### src/rtl/sparse_unpack_if.sv
// Handshake bundle for sparse_unpack: mask and value input channels plus
// the dense output channel. master is the surrounding logic, slave the decoder.
interface sparse_unpack_if #(
  parameter int col = 8,
  parameter int bw  = 4
);
  logic [col-1:0]    mask_in;
  logic              mask_valid;
  logic              mask_ready;
  logic [bw-1:0]     val_in;
  logic              val_valid;
  logic              val_ready;
  logic [bw*col-1:0] out_data;
  logic              out_valid;
  logic              out_ready;

  modport master (
    output mask_in, mask_valid, val_in, val_valid, out_ready,
    input  mask_ready, val_ready, out_data, out_valid
  );

  modport slave (
    input  mask_in, mask_valid, val_in, val_valid, out_ready,
    output mask_ready, val_ready, out_data, out_valid
  );
endinterface

### src/rtl/sparse_unpack.sv
// Rebuilds dense bw*col weight vectors from a lane mask plus surviving values.
// Define SPARSE_ERR_EN to build the sticky zero-value protocol error flag.
module sparse_unpack #(
  parameter int col = 8,
  parameter int bw  = 4
) (
  input  logic             clk,
  input  logic             reset,
  sparse_unpack_if.slave   bus,
  output logic [15:0]      vec_cnt,
  output logic             err
);

  localparam int lw = (col > 1) ? $clog2(col) : 1;

  localparam logic [1:0] IDLE = 2'd0;
  localparam logic [1:0] FILL = 2'd1;
  localparam logic [1:0] OUT  = 2'd2;

  logic [1:0]        state;
  logic [col-1:0]    rem;
  logic [col-1:0]    rem_next;
  logic [bw*col-1:0] data;
  logic [15:0]       cnt_q;
  logic [lw-1:0]     lane;
  logic              mask_xfer;
  logic              val_xfer;
  logic              out_xfer;

  assign bus.mask_ready = (state == IDLE);
  assign bus.val_ready  = (state == FILL);
  assign bus.out_valid  = (state == OUT);
  assign bus.out_data   = data;
  assign vec_cnt        = cnt_q;

  assign mask_xfer = bus.mask_valid && bus.mask_ready;
  assign val_xfer  = bus.val_valid  && bus.val_ready;
  assign out_xfer  = bus.out_valid  && bus.out_ready;

  // Values arrive in ascending lane order, so the target is the lowest
  // lane still pending; clearing that bit is rem & (rem - 1).
  always_comb begin
    lane = '0;
    for (int i = col - 1; i >= 0; i--) begin
      if (rem[i]) lane = lw'(i);
    end
  end

  assign rem_next = rem & (rem - col'(1));

  always_ff @(posedge clk) begin
    if (reset) begin
      state <= IDLE;
      rem   <= '0;
      data  <= '0;
      cnt_q <= '0;
    end else begin
      case (state)
        IDLE: begin
          if (mask_xfer) begin
            rem   <= bus.mask_in;
            data  <= '0;
            state <= (bus.mask_in == '0) ? OUT : FILL;
          end
        end
        FILL: begin
          if (val_xfer) begin
            data[lane*bw +: bw] <= bus.val_in;
            rem <= rem_next;
            if (rem_next == '0) state <= OUT;
          end
        end
        OUT: begin
          if (out_xfer) begin
            cnt_q <= cnt_q + 16'd1;
            state <= IDLE;
          end
        end
        default: state <= IDLE;
      endcase
    end
  end

`ifdef SPARSE_ERR_EN
  // A surviving value of zero contradicts its mask bit; it is still stored.
  always_ff @(posedge clk) begin
    if (reset) begin
      err <= 1'b0;
    end else if (val_xfer && (bus.val_in == '0)) begin
      err <= 1'b1;
    end
  end
`else
  assign err = 1'b0;
`endif

endmodule
### src/flat_wrapper.sv
// flat-port wrapper written by rule: the top's interface ports become plain ports
module sparse_unpack_flat 
#(
  parameter int col = 8,
  parameter int bw  = 4
)
  (clk, reset, vec_cnt, err, bus_mask_in, bus_mask_valid, bus_val_in, bus_val_valid, bus_out_ready, bus_mask_ready, bus_val_ready, bus_out_data, bus_out_valid);
  sparse_unpack_if #(.col(col), .bw(bw)) bus_i ();
  input  logic clk;
  input  logic reset;
  output logic [15:0] vec_cnt;
  output logic err;
  input wire logic [$bits(bus_i.mask_in)-1:0] bus_mask_in;
  input wire logic [$bits(bus_i.mask_valid)-1:0] bus_mask_valid;
  input wire logic [$bits(bus_i.val_in)-1:0] bus_val_in;
  input wire logic [$bits(bus_i.val_valid)-1:0] bus_val_valid;
  input wire logic [$bits(bus_i.out_ready)-1:0] bus_out_ready;
  output wire logic [$bits(bus_i.mask_ready)-1:0] bus_mask_ready;
  output wire logic [$bits(bus_i.val_ready)-1:0] bus_val_ready;
  output wire logic [$bits(bus_i.out_data)-1:0] bus_out_data;
  output wire logic [$bits(bus_i.out_valid)-1:0] bus_out_valid;
  assign bus_i.mask_in = bus_mask_in;
  assign bus_i.mask_valid = bus_mask_valid;
  assign bus_i.val_in = bus_val_in;
  assign bus_i.val_valid = bus_val_valid;
  assign bus_i.out_ready = bus_out_ready;
  assign bus_mask_ready = bus_i.mask_ready;
  assign bus_val_ready = bus_i.val_ready;
  assign bus_out_data = bus_i.out_data;
  assign bus_out_valid = bus_i.out_valid;
  sparse_unpack #(.col(col), .bw(bw)) u_core (.clk(clk), .reset(reset), .bus(bus_i), .vec_cnt(vec_cnt), .err(err));
endmodule
### config.mk
export PLATFORM = sky130hd
export DESIGN_NAME = sparse_unpack_flat
export DESIGN_NICKNAME = d
export VERILOG_FILES = /design/src/rtl/sparse_unpack_if.sv /design/src/rtl/sparse_unpack.sv /design/src/flat_wrapper.sv
export SDC_FILE = /design/constraint.sdc
export NUM_CORES = 1
export LEC_CHECK = 0
export ABC_AREA = 1
export BUFFER_PORTS_ARGS = -buffer_cell sky130_fd_sc_hd__buf_2
export CORE_ASPECT_RATIO = 1.4
export CORE_MARGIN = 8
export CORE_UTILIZATION = 49
export DETAILED_ROUTE_END_ITERATION = 10
export GPL_TIMING_DRIVEN = 0
export PLACE_DENSITY = 0.76
export SLEW_MARGIN = 15
export SYNTH_ARGS = -nofsm -noshare
export SYNTH_HDL_FRONTEND = slang
export SYNTH_SLANG_ARGS = --single-unit
export TNS_END_PERCENT = 20
### constraint.sdc
create_clock -name clk -period 2.15 [get_ports clk]
set_input_delay 0.3225 -clock clk [delete_from_list [all_inputs] [get_ports clk]]
set_output_delay 0.3225 -clock clk [all_outputs]
set_load 0.02 [all_outputs]
==> run summary <==
Finish-stage setup viols = 0
ANT nets after route = 0
Critical path startpoint category = register
DR DRC count = 0
N_diodes = 0
Seq pwr share = 22.5%
Critical-path top delay cell = dfxtp_2
Clock slew seen by the registers of the worst setup and hold paths = 0.06 ns
Pwr Density = 1520 nW/µm²
Largest family of logic cells by synthesized area = simple AND/OR/NAND/NOR gates
IO Pins = 69
Initial Util = 50.22%
Post-detail-place hpwl = 6.248 mm
Clock Power Share = 17.1%
CTS buffer count = 9
Simple-Gate Fraction of Synth Area = 36.93%
Post-synthesis cell count = 444
Cell Chain, Critical Path = inv_2, nand2_1, nand2_1, nand2_1, nand2_1, nand2_2, nand2_4, inv_8, ha_4, clkbuf_8, inv_2, nor2_2, inv_1, nor2_1, nand3_1, a21oi_1
Clk_lat worst skew = 0.34 ns
Longest Clk Path Bufs = 2
Slew HR = 62.15%
CTS Sinks = 58
Die area = 9107 µm²
Worst Setup Path Type = reg -> reg
Max-cap violation count = 0
CP delay by family, top = simple AND/OR/NAND/NOR gates
Fin nets = 550
Total global-route track usage = 18.50%
Synth Area in Adders = 1.220%
Die Wd = 82.97 µm
Synth Warn # = 0
Synth Area in Compound Gates = 12.12%
Port Buf Inserts = 67
P&R area growth vs syn = 25.25%
Most common cell after layout, fill and taps aside = nand2_1
Crit path buf inv count = 5
Vias in the first global route = 3,135
Synth area leaders = dfxtp_1 38%, nand2_1 14%, a21oi_1 7.6%
First-pass GRT wire length = 13.94 mm
Vias = 3,128
CTS Root Cell = clkbuf_8
Setup TNS = 0 ns
Dpl ws = -0.3086 ns
RSZ-0062 raised after global routing = true
Post-synthesis mux area share = 0%
Antenna violations before repair = 0
Htree depth = 3
Final hold violation count = 0
RD Place Congestion = 0.9046
FP Rows = 34
DRT iter0 DRCs = 190
Fin util = 62.91%
CP required = 2.42 ns
Worst EP arrival = 2.29 ns
Maximum vdd drop = 1.036 mV
Post-Synth XOR/XNOR Area = 1.139%
Final worst-path setup slack = 0.1364 ns
Ratio of cells with drive above 1 in the final layout = 27.58%
Syn Nets = 464
Pre-antenna DRT Iters = 5
Commonest cells after routing, fill and taps aside = 106 x nand2_1, 67 x buf_2, 55 x nor2_1
Sw power = 2.719 mW
Distinct cells, synth = 36
Sw frac = 46.41%
Post-DR wirelength/cell = 13.85 µm
Yosys reg bits = 58
Final worst-path cycle share = 93.66%
Fin. max-slew vios = 0
CTS tree = yes
Post-layout min period = 2.014 ns
Leak Pwr = 1.728 nW
Die Y = 109.8 µm
Post-synthesis cell area = 3077 µm²
Worst slew pin tran = 0.5678 ns
Layout Skew = 0.006992 ns
Total gr overflow = 0
Status = finished, final reports clean
Core box area = 6126 µm²
HP Class = in -> reg
Hold Buf Count CTS = 0
CP most frequent cell = nand2_1
Syn Area/Cell = 6.930 µm²
Achievable Freq = 496.6 MHz
Final WL = 8.382 mm
Fillcell total = 572
Crit end category = register
Vias/cell = 5.170
Post-synth top area share = 37.74%
Biggest cell delay along the critical path = 0.33 ns
Combinational share of power = 60.3%
Maximum fanout along the worst path = 8
Area leader, netlist = dfxtp_1
Pint = 3.140 mW
Largest net degree at the start of global routing = 11
Total Power = 5.859 mW
Seq/Total Area, Yosys = 37.74%
[final timing paths]
check | start | endpoint | slack, ns | cells after the start
worst max-delay path | u_core.rem[6] | u_core.bus.out_data[26] | 0.14 | 16
worst min-delay path | bus_mask_in[0] | u_core.rem[0] | 0.27 | 3
worst max register to register | u_core.rem[6] | u_core.bus.out_data[26] | 0.14 | 16
worst min register to register | u_core.bus.out_data[15] | u_core.bus.out_data[15] | 0.46 | 2
[timing repair]
item,CTS,global route
buffers inserted,7,3
pin swaps,11,14
endpoints found under the setup margin,32,32
resized for setup,26,9
hold endpoints to repair,0,0
[cells in the mapped netlist, drive strengths merged]
cell / number
nor4: 4
nor2: 64
o21a: 1
clkinv: 2
buf: 4
nand3b: 2
inv: 49
o22ai: 2
nand3: 25
clkbuf: 12
a21oi: 47
nand2: 121
dfxtp: 58
a31oi: 1
or2: 1
nand4: 17
nor3: 7
conb: 1
o21ai: 18
xor2: 4
ha: 3
a211oi: 1
[flip-flops by register name (all words and copies together), names as in the netlist]
name	flops
u_core.bus.out_data	32
u_core.rem	8
u_core.state	2
u_core.vec_cnt	16
[cell type report]
cell class / count / area (µm²) / share of cell area (%)
Multi-Input combinational cell: 319 / 1655 / 42.95
Tap cell: 72 / 90.09 / 2.338
Clock buffer: 11 / 151.4 / 3.929
Timing Repair Buffer: 77 / 414.1 / 10.75
Clock inverter: 3 / 40.04 / 1.039
Buffer: 14 / 130.1 / 3.377
Sequential cell: 58 / 1166 / 30.26
Inverter: 51 / 206.4 / 5.357
[metrics by stage]
step | cells | hold slack [ns] | instance area, µm²
5_1_grt | 605 | 0.2734 | 3854
3_3_place_gp | 583 | 0.4463 | 3510
4_1_cts | 604 | 0.2634 | 3849
3_5_place_dp | 583 | 0.4492 | 3510
6_report | 605 | 0.2661 | 3854
2_1_floorplan | 444 | 0.4772 | 3084
[per-layer routing]
| metal | track usage, % | vias to the layer above | share of wire [%] |
|---|---|---|---|
| met2 | 33.54 | 106 | 51 |
| met1 | 18.89 | 1407 | 40 |
| met4 | 10.33 | 0 | 2.4 |
| met5 | 0 | - | 0 |
| li1 | - | 1600 | - |
| met3 | 5.189 | 15 | 6.8 |
[cell families (layout without fill, tap and decap cells)]
group           Yosys count  in the layout
compound gates           70             70
xor+xnor                  4              4
other cells               1              1
buf+inv                  67            156
simple gates            241            241
fa+ha+maj                 3              3
flops                    58             58
[power by group through the flow]
stage,Clock [mW],Combinational [mW],Sequential (mW)
2_1_floorplan,0,2.13,1.40
3_3_place_gp,0,2.74,1.34
3_5_place_dp,0,2.78,1.34
4_1_cts,1.01,3.39,1.32
5_1_grt,1.05,3.87,1.34
6_report,1.00,3.53,1.32
[worst min-delay path: stages]
cell and delay (ns):
buf_2 0.10, nand3_1 0.07, a21oi_1 0.06
(Power assumes the default switching activity.)
